### config.mk
export PLATFORM = sky130hd
export DESIGN_NAME = shift_sequencer_flat
export DESIGN_NICKNAME = d
export VERILOG_FILES = /design/src/rtl/shift_pkg.sv /design/src/rtl/shift_sequencer_if.sv /design/src/rtl/barrelshifter.sv /design/src/rtl/shift_sequencer.sv /design/src/flat_wrapper.sv
export SDC_FILE = /design/constraint.sdc
export NUM_CORES = 1
export LEC_CHECK = 0
export ABC_CLOCK_PERIOD_IN_PS = 2200
export BUFFER_PORTS_ARGS = -buffer_cell sky130_fd_sc_hd__buf_4
export CAP_MARGIN = 20
export CORE_MARGIN = 5
export CORE_UTILIZATION = 50
export DETAILED_ROUTE_END_ITERATION = 6
export PLACE_DENSITY = 0.75
export SLEW_MARGIN = 20
export SYNTH_ARGS = -nofsm -noshare
export SYNTH_HDL_FRONTEND = slang
export SYNTH_SLANG_ARGS = --single-unit
### constraint.sdc
create_clock -name clk_in -period 2.2 [get_ports clk_in]
set_clock_uncertainty 0.15 [all_clocks]
set_input_delay 0.22 -clock clk_in [delete_from_list [all_inputs] [get_ports clk_in]]
set_output_delay 0.22 -clock clk_in [all_outputs]
set_load 0.05 [all_outputs]
### src/rtl/shift_pkg.sv
// Shared definitions for the shift sequencer: op encodings, FSM states and
// the helper that folds rotate amounts into one revolution.
package shift_pkg;

  localparam logic [2:0] OP_LSR = 3'b000;
  localparam logic [2:0] OP_ASR = 3'b001;
  localparam logic [2:0] OP_RR  = 3'b010;  // 011 also rotates right
  localparam logic [2:0] OP_LSL = 3'b100;
  localparam logic [2:0] OP_ASL = 3'b101;
  localparam logic [2:0] OP_RL  = 3'b110;  // 111 also rotates left

  typedef enum logic [1:0] {
    IDLE  = 2'd0,
    SHIFT = 2'd1,
    DONE  = 2'd2
  } state_t;

  function automatic logic is_rot(input logic [2:0] op);
    return ((op & 3'b110) == OP_RR) || ((op & 3'b110) == OP_RL);
  endfunction

  function automatic logic is_shl(input logic [2:0] op);
    return (op == OP_LSL) || (op == OP_ASL);
  endfunction

  // Rotations wrap every d_size positions (d_size is a power of two);
  // plain shifts keep the full amount so they saturate by iteration.
  function automatic logic [31:0] rot_amt(input logic [31:0]  amt,
                                          input logic [2:0]   op,
                                          input int unsigned  d_size);
    return is_rot(op) ? (amt & (d_size - 32'd1)) : amt;
  endfunction

endpackage

### src/rtl/shift_sequencer_if.sv
// Request/result handshake bundle between a requester (master) and the
// shift sequencer (slave).
interface shift_sequencer_if #(
  parameter int D_SIZE = 4,
  parameter int A_SIZE = 4
);

  logic              req_valid_in;
  logic              req_ready_out;
  logic [D_SIZE-1:0] x_in;
  logic [A_SIZE-1:0] amt_in;
  logic [2:0]        op_in;
  logic              res_valid_out;
  logic              res_ready_in;
  logic [D_SIZE-1:0] y_out;
  logic              zf_out;
  logic              vf_out;
  logic              busy_out;

  modport master (
    output req_valid_in, x_in, amt_in, op_in, res_ready_in,
    input  req_ready_out, res_valid_out, y_out, zf_out, vf_out, busy_out
  );

  modport slave (
    input  req_valid_in, x_in, amt_in, op_in, res_ready_in,
    output req_ready_out, res_valid_out, y_out, zf_out, vf_out, busy_out
  );

endinterface

### src/rtl/barrelshifter.sv
// Combinational single-pass shifter: shifts or rotates x by 0..D_SIZE-1.
// zf/cf describe this one pass only.
module barrelshifter
  import shift_pkg::*;
#(
  parameter int D_SIZE = 4
) (
  input  logic [D_SIZE-1:0]         x,
  input  logic [$clog2(D_SIZE)-1:0] amt,
  input  logic [2:0]                op,
  output logic [D_SIZE-1:0]         y,
  output logic                      zf,
  output logic                      cf
);

  localparam int S_W = $clog2(D_SIZE);

  logic [S_W-1:0]    neg_amt;
  logic [D_SIZE-1:0] fill;
  logic [D_SIZE-1:0] rotr;
  logic [D_SIZE-1:0] rotl;
  logic [D_SIZE-1:0] asr;

  always_comb begin
    // D_SIZE - amt, wrapped to S_W bits; amt = 0 gives 0 so rotates stay x
    neg_amt = S_W'(D_SIZE) - amt;
    rotr    = (x >> amt) | (x << neg_amt);
    rotl    = (x << amt) | (x >> neg_amt);
    asr     = D_SIZE'($signed(x) >>> amt);
    fill    = {D_SIZE{x[0]}} & ~({D_SIZE{1'b1}} << amt);

    case (op)
      OP_LSR:  y = x >> amt;
      OP_ASR:  y = asr;
      OP_LSL:  y = x << amt;
      OP_ASL:  y = (x << amt) | fill;
      default: y = op[2] ? rotl : rotr;
    endcase

    zf = (y == '0);
    if (amt == '0) begin
      cf = 1'b0;
    end else if (op[2]) begin
      cf = x[neg_amt];
    end else begin
      cf = x[amt - S_W'(1)];
    end
  end

endmodule

### src/rtl/shift_sequencer.sv
// Multi-cycle shifter: accepts one request, iterates passes of at most
// D_SIZE-1 positions through a single barrel shifter, then holds the result.
module shift_sequencer
  import shift_pkg::*;
#(
  parameter int D_SIZE = 4,
  parameter int A_SIZE = 4
) (
  input logic          clk_in,
  input logic          rst_n_in,
  shift_sequencer_if.slave bus
);

  localparam int S_W      = $clog2(D_SIZE);
  localparam int STEP_MAX = D_SIZE - 1;

  state_t            state_reg, state_next;
  logic [D_SIZE-1:0] acc_reg, acc_next;
  logic [A_SIZE-1:0] rem_reg, rem_next;
  logic [2:0]        op_reg, op_next;
  logic              vf_reg, vf_next;
  logic              live_reg;

  logic [S_W-1:0]    step;
  logic [D_SIZE-1:0] shifted;
  logic [1:0]        bs_flags_unused;
  logic [A_SIZE-1:0] eff_amt;
  logic              ready;
  logic              accept;
  logic              done;

  barrelshifter #(
    .D_SIZE (D_SIZE)
  ) u_barrel (
    .x   (acc_reg),
    .amt (step),
    .op  (op_reg),
    .y   (shifted),
    .zf  (bs_flags_unused[0]),
    .cf  (bs_flags_unused[1])
  );

  // live_reg keeps ready low through reset and rises on the first clean edge
  assign ready   = live_reg && (state_reg == IDLE);
  assign accept  = bus.req_valid_in && ready;
  assign done    = (state_reg == DONE);
  assign eff_amt = A_SIZE'(rot_amt(32'(bus.amt_in), bus.op_in, D_SIZE));

  always_comb begin
    if (32'(rem_reg) > 32'(STEP_MAX)) begin
      step = S_W'(STEP_MAX);
    end else begin
      step = S_W'(rem_reg);
    end
  end

  always_comb begin
    state_next = state_reg;
    acc_next   = acc_reg;
    rem_next   = rem_reg;
    op_next    = op_reg;
    vf_next    = vf_reg;

    case (state_reg)
      IDLE: begin
        if (accept) begin
          acc_next   = bus.x_in;
          op_next    = bus.op_in;
          rem_next   = eff_amt;
          vf_next    = 1'b0;
          state_next = (eff_amt == '0) ? DONE : SHIFT;
        end
      end
      SHIFT: begin
        acc_next = shifted;
        rem_next = rem_reg - A_SIZE'(step);
        if (is_shl(op_reg) && (shifted[D_SIZE-1] != acc_reg[D_SIZE-1])) begin
          vf_next = 1'b1;
        end
        if (rem_next == '0) begin
          state_next = DONE;
        end
      end
      DONE: begin
        if (bus.res_ready_in) begin
          state_next = IDLE;
        end
      end
      default: state_next = IDLE;
    endcase
  end

  always_ff @(posedge clk_in or negedge rst_n_in) begin
    if (!rst_n_in) begin
      state_reg <= IDLE;
      acc_reg   <= '0;
      rem_reg   <= '0;
      op_reg    <= '0;
      vf_reg    <= 1'b0;
      live_reg  <= 1'b0;
    end else begin
      state_reg <= state_next;
      acc_reg   <= acc_next;
      rem_reg   <= rem_next;
      op_reg    <= op_next;
      vf_reg    <= vf_next;
      live_reg  <= 1'b1;
    end
  end

  // Result comes straight from acc/vf registers, gated to zero outside DONE
  assign bus.req_ready_out = ready;
  assign bus.res_valid_out = done;
  assign bus.busy_out      = (state_reg != IDLE);
  assign bus.y_out         = done ? acc_reg : '0;
  assign bus.zf_out        = done && (acc_reg == '0);
  assign bus.vf_out        = done && vf_reg;

endmodule

### src/flat_wrapper.sv
// flat-port wrapper written by rule: the top's interface ports become plain ports
module shift_sequencer_flat import shift_pkg::*;
#(
  parameter int D_SIZE = 4,
  parameter int A_SIZE = 4
)
  (clk_in, rst_n_in, bus_req_valid_in, bus_x_in, bus_amt_in, bus_op_in, bus_res_ready_in, bus_req_ready_out, bus_res_valid_out, bus_y_out, bus_zf_out, bus_vf_out, bus_busy_out);
  shift_sequencer_if #(.D_SIZE(D_SIZE), .A_SIZE(A_SIZE)) bus_i ();
  input logic clk_in;
  input logic rst_n_in;
  input wire logic [$bits(bus_i.req_valid_in)-1:0] bus_req_valid_in;
  input wire logic [$bits(bus_i.x_in)-1:0] bus_x_in;
  input wire logic [$bits(bus_i.amt_in)-1:0] bus_amt_in;
  input wire logic [$bits(bus_i.op_in)-1:0] bus_op_in;
  input wire logic [$bits(bus_i.res_ready_in)-1:0] bus_res_ready_in;
  output wire logic [$bits(bus_i.req_ready_out)-1:0] bus_req_ready_out;
  output wire logic [$bits(bus_i.res_valid_out)-1:0] bus_res_valid_out;
  output wire logic [$bits(bus_i.y_out)-1:0] bus_y_out;
  output wire logic [$bits(bus_i.zf_out)-1:0] bus_zf_out;
  output wire logic [$bits(bus_i.vf_out)-1:0] bus_vf_out;
  output wire logic [$bits(bus_i.busy_out)-1:0] bus_busy_out;
  assign bus_i.req_valid_in = bus_req_valid_in;
  assign bus_i.x_in = bus_x_in;
  assign bus_i.amt_in = bus_amt_in;
  assign bus_i.op_in = bus_op_in;
  assign bus_i.res_ready_in = bus_res_ready_in;
  assign bus_req_ready_out = bus_i.req_ready_out;
  assign bus_res_valid_out = bus_i.res_valid_out;
  assign bus_y_out = bus_i.y_out;
  assign bus_zf_out = bus_i.zf_out;
  assign bus_vf_out = bus_i.vf_out;
  assign bus_busy_out = bus_i.busy_out;
  shift_sequencer #(.D_SIZE(D_SIZE), .A_SIZE(A_SIZE)) u_core (.clk_in(clk_in), .rst_n_in(rst_n_in), .bus(bus_i));
endmodule
==> impl_metrics.toml <==
[floorplan]
die_w_um = 61.0
num_io_pins = 24
num_rows = 18
initial_utilization = 0.526
core_um2 = 2480
die_h_um = 61.0
dieArea_um2 = 3730

[layout]
antennaDiodeCount = 0
final_nets = 217
syn2layout_area_growth_pct = 26.4
fin_util = 0.665
drive_gt1_frac = 0.283

[power]
p_leak_uw = 0.000723
pwr-share-seq = 0.243
p_per_area_nw_per_um2 = 1560
p_sw_uw = 1330
clkPwrFrac = 0.066
swShare = 0.519
vdd_drop_max_uv = 1020
comb_power_share = 0.691
intPower_uw = 1230

[synth]
synthesis.nets = 184
netlist_top_cells_area = "dfrtp_1 29%, nand2_1 5.8%, o21ai_0 5.0%"
synthArstFlopShare = 1.00
syn-cell-area_um2 = 1300
netlist_instances = 166
synth.most_common_cell = "nand2_1"
yosys-mux-area-fraction = 0.0605
synth_ff_type = "dfrtp_1"
synth_top_family_by_area = "simple AND/OR/NAND/NOR gates"
synth_fa_ha_area_frac = 0.0288
ys_warn_count = 0
synth_seq_area_share = 0.288
synthSimpleGateAreaFrac = 0.270
synth-edff-count = 0
synth_xor_xnor_area_share = 0.00672
syn_area_per_cell_um2 = 7.85
synth-compound-area-share = 0.266
ys_types = 49
yosysTopAreaCell = "dfrtp_1"
yosysTopAreaCellShare = 0.288
synth_seq_cells = 15
synth_common_cells = "20 x nand2_1, 15 x dfrtp_1, 13 x o21ai_0"

[worst_setup_path]
r2r_setup_slack_ns = 0.06
critical_path.slowest_cell = "dfrtp_2"
cpPeakStageDelay_ns = 0.48
crit_type = "reg -> reg"
cp_common_cell = "nand2b_1"
crit_path_max_fanout = 6
critical_path_required_ns = 2.23
path_cells = "buf_4 -> or2_2 -> nand2b_1 -> ha_1 -> nand2b_1 -> o21ai_0 -> a21oi_1 -> o32ai_1"
start_kind = "flip-flop"
critical_path_arrival_ns = 2.16
endpoint_kind = "flip-flop"
rr_worst_depth = 8

[drt]
drc = 0
final_antenna_net_count = 0
finalWirelength_mm = 3.93
drt_iter0_drc = 84
vias = 1414
first_pass_iters = 5
avgViaCountPerCell = 6.20
wl_per_cell_um = 17.2

[sta]
worst_pin_slew_ns = 0.556
drv_slew = 0
fin_hold_ws_ns = 0.0370
fmax_ghz = 0.468
final.min_clock_period_ns = 2.14
setup_viol = 0
timing.final.crit_share = 0.971
slew_headroom = 0.629
hold_viol = 0

[clocking]
cts_tree = "yes"
cts_sinks = 15
cts_max_path_buffers = 2
insertion_delay_ns = 0.29
numCtsBuffers = 3
clockRootBuffer = "clkbuf_4"
path_clk_slew_ns = 0.10
htree_levels = 1

[placed_design]
place_congestion = 0.951
dp_hpwl_mm = 2.83
io_buffer_count = 23

[job]
maxCapViolCount = 0

[global_routing]
grt_max_degree = 16
antenna_found_initial = 0
grt.overflow.total = 0
grt_pass1_wl_mm = 6.01
grt_pass1_vias = 1275
grt_usage = 0.221

[status]
status = "finished clean"

[hold_path]
hold_path_depth = 2
hold_class = "in -> reg"
==> cells in the final DEF (no fill, tap or decap), types with 2 or more instances in the layout <==
cell	n
and2_1	3
or2_2	3
nand2_1	20
a32o_1	2
buf_4	37
or3_1	2
clkbuf_4	3
o22ai_1	2
dlygate4sd3_1	4
mux2_2	3
a31oi_1	2
a21oi_1	11
o21bai_1	2
nand2b_1	5
nor2_1	12
nand3_1	6
inv_1	9
dfrtp_1	13
dfrtp_2	2
o32ai_1	3
o21ai_0	13
a22oi_1	3
nor2b_1	4
mux2i_1	3
ha_1	2
==> power by group through the flow <==
stage	clock [uW]	sequential (uW)	combinational, uW
after floorplan	0	458	1320
after global placement	0	594	1600
after detailed placement	0	603	1630
after CTS	172	601	1650
after global routing	185	639	1900
final	169	622	1770
==> worst max-delay path: cells and delay by family, from the launching register on <==
family                   cells  cell delay [ns]
AO/OA/AOI/OAI                3             0.42
adder cells (fa/ha/maj)      1             0.20
buffers and inverters        1             0.16
flip-flops                   1             0.48
AND/OR/NAND/NOR              3             0.61
==> cell families after synthesis <==
logic type               Yosys count
other                              1
XOR/XNOR                           1
flip-flops                        15
adder cells (fa/ha/maj)            3
AND/OR/NAND/NOR                   66
buffers and inverters             22
AO/OA/AOI/OAI                     51
multiplexers                       7
==> layout make-up <==
cell class                 instances  area (um^2)
clock buffer                       4         26.3
fill                             213          831
inverter                           9         33.8
multi-input combinational        129          853
sequential                        15          378
tap                               30         37.5
timing repair buffer              41          318
==> what timing repair did <==
item                                   in CTS  in global routing
endpoints found under the hold margin      18                  0
buffers inserted                            0                  3
resized for setup                           1                  4
cloned                                      0                  0
setup endpoints to repair                   1                  3
hold buffers                                4                  0
==> path summary, 6_finish.rpt <==
| check | start | end |
|---|---|---|
| worst min register to register | u_core.op_reg[0] | u_core.op_reg[0] |
| max in group asynchronous | rst_n_in | u_core.rem_reg[2] |
| min in group asynchronous | rst_n_in | u_core.rem_reg[3] |
| worst min-delay path | bus_amt_in[3] | u_core.rem_reg[3] |
| worst max register to register | u_core.rem_reg[2] | u_core.state_reg[1] |
| worst max-delay path | u_core.rem_reg[2] | u_core.state_reg[1] |
==> per-stage QoR <==
| step | total power (uW) | std cells | worst slack [ns] | setup TNS, ns | area (um^2) |
|---|---|---|---|---|---|
| 6_report | 2560 | 228 | 0.0645 | 0 | 1650 |
| 5_1_grt | 2730 | 228 | -0.0110 | -0.0125 | 1650 |
| 4_1_cts | 2420 | 225 | 0.0169 | 0 | 1600 |
| 3_5_place_dp | 2230 | 217 | 0.0167 | 0 | 1530 |
| 3_3_place_gp | 2190 | 217 | 0.139 | 0 | 1530 |
| 2_1_floorplan | 1770 | 166 | 0.0364 | 0 | 1310 |
==> per-layer routing <==
metal,global-route usage,up-vias,part of all wire
met3,0.0419,10,0.11
met4,0.121,0,0.019
met1,0.285,649,0.39
met5,0,-,0
met2,0.347,89,0.49
li1,-,666,-
Power figures use the tool's default switching activity.
